==> src/rtl/mips_run_ctrl.sv <==
// Run controller for the pipelined MIPS core: stretched core reset,
// RUN cycle counting, halt/self-loop detection, timeout and soft restart.
module mips_run_ctrl #(
  parameter int          RST_CYCLES  = 4,
  parameter int          CNT_W       = 32,
  parameter int          MAX_CYCLES  = 100000,
  parameter int          LOOP_THRESH = 3,
  parameter logic [31:0] HALT_INSTR  = 32'hFFFF_FFFF
) (
  input  logic             clk,
  input  logic             reset,
  input  logic             restart,
  input  logic [31:0]      pc,
  input  logic [31:0]      instr,
  input  logic             pc_valid,
  output logic             core_reset,
  output logic             running,
  output logic             done,
  output logic             timeout,
  output logic [31:0]      halt_pc,
  output logic [CNT_W-1:0] cycle_count
);

  localparam int HW = (RST_CYCLES > 1) ? $clog2(RST_CYCLES) : 1;
  localparam int RW = $clog2(LOOP_THRESH + 1);

  typedef enum logic [1:0] {
    S_HOLD,
    S_RUN,
    S_DONE,
    S_TOUT
  } state_t;

  state_t           r_state;
  logic [HW-1:0]    r_hold;
  logic [RW-1:0]    r_rep;
  logic [31:0]      r_last_pc;
  logic             r_last_v;
  logic             r_core_reset;
  logic             r_running;
  logic             r_done;
  logic             r_timeout;
  logic [31:0]      r_halt_pc;
  logic [CNT_W-1:0] r_cnt;

  logic             w_same;
  logic [RW-1:0]    w_rep_nxt;
  logic             w_halt;
  logic             w_tout;
  logic             w_hold_end;
  logic [CNT_W-1:0] w_cnt_inc;

  assign w_same     = r_last_v && (pc == r_last_pc);
  assign w_rep_nxt  = !w_same ? RW'(1) :
                      (r_rep >= RW'(LOOP_THRESH)) ? r_rep :
                      r_rep + 1'b1;
  assign w_halt     = pc_valid &&
                      ((instr == HALT_INSTR) ||
                       (w_rep_nxt >= RW'(LOOP_THRESH)));
  assign w_tout     = (r_cnt == CNT_W'(MAX_CYCLES - 1));
  assign w_hold_end = (r_hold == HW'(RST_CYCLES - 1));
  assign w_cnt_inc  = (&r_cnt) ? r_cnt : r_cnt + 1'b1;

  always_ff @(posedge clk or posedge reset) begin
    if (reset) begin
      r_state      <= S_HOLD;
      r_hold       <= '0;
      r_rep        <= '0;
      r_last_pc    <= '0;
      r_last_v     <= 1'b0;
      r_core_reset <= 1'b1;
      r_running    <= 1'b0;
      r_done       <= 1'b0;
      r_timeout    <= 1'b0;
      r_halt_pc    <= '0;
      r_cnt        <= '0;
    end else if (restart) begin
      r_state      <= S_HOLD;
      r_hold       <= '0;
      r_rep        <= '0;
      r_last_v     <= 1'b0;
      r_core_reset <= 1'b1;
      r_running    <= 1'b0;
      r_done       <= 1'b0;
      r_timeout    <= 1'b0;
      r_halt_pc    <= '0;
      r_cnt        <= '0;
    end else begin
      unique case (r_state)
        S_HOLD: begin
          r_hold <= r_hold + 1'b1;
          if (w_hold_end) begin
            r_state      <= S_RUN;
            r_core_reset <= 1'b0;
            r_running    <= 1'b1;
          end
        end
        S_RUN: begin
          r_cnt <= w_cnt_inc;
          // stalled fetches neither break nor extend a loop
          if (pc_valid) begin
            r_rep     <= w_rep_nxt;
            r_last_pc <= pc;
            r_last_v  <= 1'b1;
          end
          if (w_halt) begin
            r_state   <= S_DONE;
            r_done    <= 1'b1;
            r_halt_pc <= pc;
            r_running <= 1'b0;
          end else if (w_tout) begin
            r_state   <= S_TOUT;
            r_timeout <= 1'b1;
            r_running <= 1'b0;
          end
        end
        S_DONE, S_TOUT: begin
        end
        default: begin
        end
      endcase
    end
  end

  assign core_reset  = r_core_reset;
  assign running     = r_running;
  assign done        = r_done;
  assign timeout     = r_timeout;
  assign halt_pc     = r_halt_pc;
  assign cycle_count = r_cnt;

endmodule
==> config.mk <==
export PLATFORM = sky130hd
export DESIGN_NAME = mips_run_ctrl
export DESIGN_NICKNAME = d
export VERILOG_FILES = /design/src/rtl/mips_run_ctrl.sv
export SDC_FILE = /design/constraint.sdc
export NUM_CORES = 1
export LEC_CHECK = 0
export ABC_CLOCK_PERIOD_IN_PS = 4900
export BUFFER_PORTS_ARGS = -buffer_cell sky130_fd_sc_hd__buf_4
export CORE_ASPECT_RATIO = 1.2
export CORE_MARGIN = 2
export CORE_UTILIZATION = 30
export CTS_BUF_LIST = sky130_fd_sc_hd__clkbuf_2 sky130_fd_sc_hd__clkbuf_4 sky130_fd_sc_hd__clkbuf_8
export DETAILED_ROUTE_END_ITERATION = 16
export GPL_TIMING_DRIVEN = 0
export HOLD_SLACK_MARGIN = 0.03
export RECOVER_POWER = 25
export SETUP_SLACK_MARGIN = 0.1
export SKIP_LAST_GASP = 1
export SLEW_MARGIN = 15
export SYNTH_ARGS = -nofsm -noshare
export SYNTH_HDL_FRONTEND = slang
export SYNTH_SLANG_ARGS = --single-unit
==> constraint.sdc <==
create_clock -name clk -period 4.9 [get_ports clk]
set_input_delay 0.49 -clock clk [delete_from_list [all_inputs] [get_ports clk]]
set_output_delay 0.49 -clock clk [all_outputs]
set_load 0.05 [all_outputs]
==> impl_metrics.toml <==
[synth]
synth.mux.area_fraction_pct = 13.09
yosysWarningCount = 0
synth_compound_area_share_pct = 2.646
yosys.area.top_type = "dfrtp_1"
yosysUniqueCellTypes = 41
ys_ff_latch = 107
synth_area_um2 = 5201
synth-xor-area-share_pct = 10.44
synthSimpleGateAreaFrac_pct = 18.45
synth_area_per_cell_um2 = 11.00
synth_top_area_share_pct = 51.00
synthCells = 473
synthAdderAreaFrac_pct = 0.4811
yosys-top-cells-area = "dfrtp_1 (51%), xor2_1 (8.6%), mux2_2 (6.9%)"
synth_top_family_by_area = "simple AND/OR/NAND/NOR gates"
seq_area_frac_synth_pct = 51.50
synth_nets = 543

[timing]
clock_skew_ns = 0.01258
worst_slew_pin_slew_ns = 1.849
rsz0062_at_grt = "no"
slew_headroom_pct = -23.29
post-route-period-util_pct = 58.13
slew_violations = 110
setup_viol = 0
period_minus_slack_ns = 2.848
hold_viol = 0
tns_ns = 0
fmax_ghz = 0.3511

[placement]
dpl.cell_count = 824
detailed_place_hpwl_mm = 9.981
portBuffers = 134
gp_congestion = 0.8422

[grt]
grt_pass1_vias = 4078
grtUsageTotal_pct = 14.79
grt_max_degree = 74
antenna_found_initial = 0
grt_overflow = 0
grt_pass1_wl_mm = 21.90

[die]
coreArea_um2 = 16920
initial_core_util_pct = 30.75
die_h_um = 148.2
die_x_um = 124.2
rows = 52
ios = 136
dieArea_um2 = 18410

[run_status]
violations = "capacitance limit, slew limit"
status = "finished with violations"

[worst_hold_path]
min_path_type = "in -> reg"

[final_layout]
final_common_cell = "buf_4"
layout_common_cells = "buf_4 (133), dfrtp_1 (106), nor2_1 (76)"
fill_cells = 1694
final_cell_count_no_fill = 839
finalNetCount = 689
drive_gt1_share_pct = 32.42
num_antenna_cells = 0
area_growth_pct = 27.83

[clocking]
cts_setup_buffers = 0
ctsResizeCount = 0
root_buffer = "clkbuf_8"
path_clk_slew_ns = 0.11
cts_tree = "done"
clock_latency_ns = 0.39
cts.sinks = 107
htree_levels = 3
cts_made_buffers = 9
cts_hold_buf = 0
clk_path_buf_depth = 2

[critical_path]
crit_fanout = 73
worstPathCellList = "clkbuf_1 -> clkinvlp_2 -> clkbuf_2"
critPathTopFamily = "buffers and inverters"
worstPathArrival_ns = 3.01
cp_num_buf_inv = 3
cp-start-kind = "input port"
cp_slowest_cell = "clkbuf_2"
required_ns = 5.06
max_stage_delay_ns = 1.46
endpoint_kind = "async pin"
crit_type = "in -> async"

[drt]
dr_wl_met3_um = 643
first_pass_iters = 4
met2_length_mm = 6.808
wire_per_inst_um = 16.16
vias = 4054
drt-met1-wl_mm = 5.949
drtIter0Drc = 193
top_layer = "met4"
avgViaCountPerCell = 4.832
routed_wl_mm = 13.56
drcViolationCount = 0
ant_nets = 0

[flow_run]
drv_cap = 2

[pwr]
ir_drop_v = 0.0001118
p_switching_uw = 554.4
p_seq_share_pct = 55.7
power_leakage_nw = 3.028
power_density_nw_per_um2 = 293.2
p_int_mw = 1.395
netSwitchingFraction_pct = 28.45
combPwrFrac_pct = 18.5
clkPwrFrac_pct = 25.8
[state kept, by name (all words and copies together), names as in the netlist]
register     cells
cycle_count     32
halt_pc         32
r_last_pc       32
r_hold           2
r_rep            2
r_state          2
core_reset       1
done             1
r_last_v         1
running          1
timeout          1
[cell type report]
class / count / area [um^2] / share of cell area (%)
Sequential cell: 107 / 2679 / 40.29
Clock inverter: 5 / 37.54 / 0.5645
Clock buffer: 10 / 131.4 / 1.976
Multi-Input combinational cell: 341 / 2346 / 35.28
Buffer: 23 / 168.9 / 2.540
Inverter: 2 / 8.758 / 0.1317
Timing Repair Buffer: 135 / 1007 / 15.15
Tap cell: 216 / 270.3 / 4.065
[stage by stage]
stage / cell area (um^2) / util (%) / hold slack (ns) / setup slack, ns / power [mW]
2_1_floorplan: 5201 / - / 0.4645 / 1.594 / 1.342
3_3_place_gp: 6477 / 38.29 / 0.4900 / 0.2549 / 1.450
3_5_place_dp: 6510 / 38.48 / 0.4857 / 2.303 / 1.475
4_1_cts: 6679 / 39.48 / 0.08612 / 2.499 / 1.982
5_1_grt: 6649 / 39.30 / 0.3427 / 1.403 / 2.064
6_report: 6649 / 39.30 / 0.3530 / 2.052 / 1.949
[final timing paths]
path                         startpoint            to  slack, ns  depth (start not counted)
min in group asynchronous         reset    halt_pc[1]       0.44                          2
max reg2reg                r_last_pc[4]   halt_pc[21]       2.47                          8
max in group clk           r_last_pc[4]   halt_pc[21]       2.47                          8
min reg2reg                     timeout       timeout       0.50                          2
max                               reset    halt_pc[8]       2.05                          3
min                               pc[2]  r_last_pc[2]       0.35                          2
[cell usage after synthesis, drive strengths merged]
cell type / n
dfrtp: 106
nor2: 76
xor2: 51
mux2: 32
mux2i: 32
nand4: 23
nand2: 21
nand3: 21
nor4: 16
nor3: 14
clkbuf: 13
xnor2: 11
buf: 10
and3: 7
o21ai: 6
a21oi: 5
or3: 4
and2: 3
nor2b: 3
o31ai: 3
a211oi: 2
and4: 2
ha: 2
inv: 2
a21o: 1
and4bb: 1
dfstp: 1
nand2b: 1
nor3b: 1
nor4b: 1
o21a: 1
o41ai: 1
[routing by layer]
metal | up-vias | track usage [%]
li1 | 1938 | -
met1 | 2006 | 19.56
met2 | 99 | 24.37
met3 | 11 | 2.986
met4 | 0 | 4.888
met5 | - | 0
[power by group through the flow]
stage / clock network [mW] / logic, mW / registers, mW
finish: 0.502 / 0.361 / 1.09
global route: 0.560 / 0.403 / 1.10
CTS: 0.524 / 0.372 / 1.09
detailed placement: 0 / 0.370 / 1.10
global placement: 0 / 0.355 / 1.10
floorplan: 0 / 0.237 / 1.10
[cells by family (layout without fill, tap and decap cells)]
group | Yosys count | after routing
flops | 107 | 107
xor+xnor | 62 | 62
fa+ha+maj | 2 | 2
mux | 64 | 64
compound gates | 19 | 19
buf+inv | 25 | 175
simple gates | 194 | 194
No activity file was read; power rests on OpenSTA's default activity.
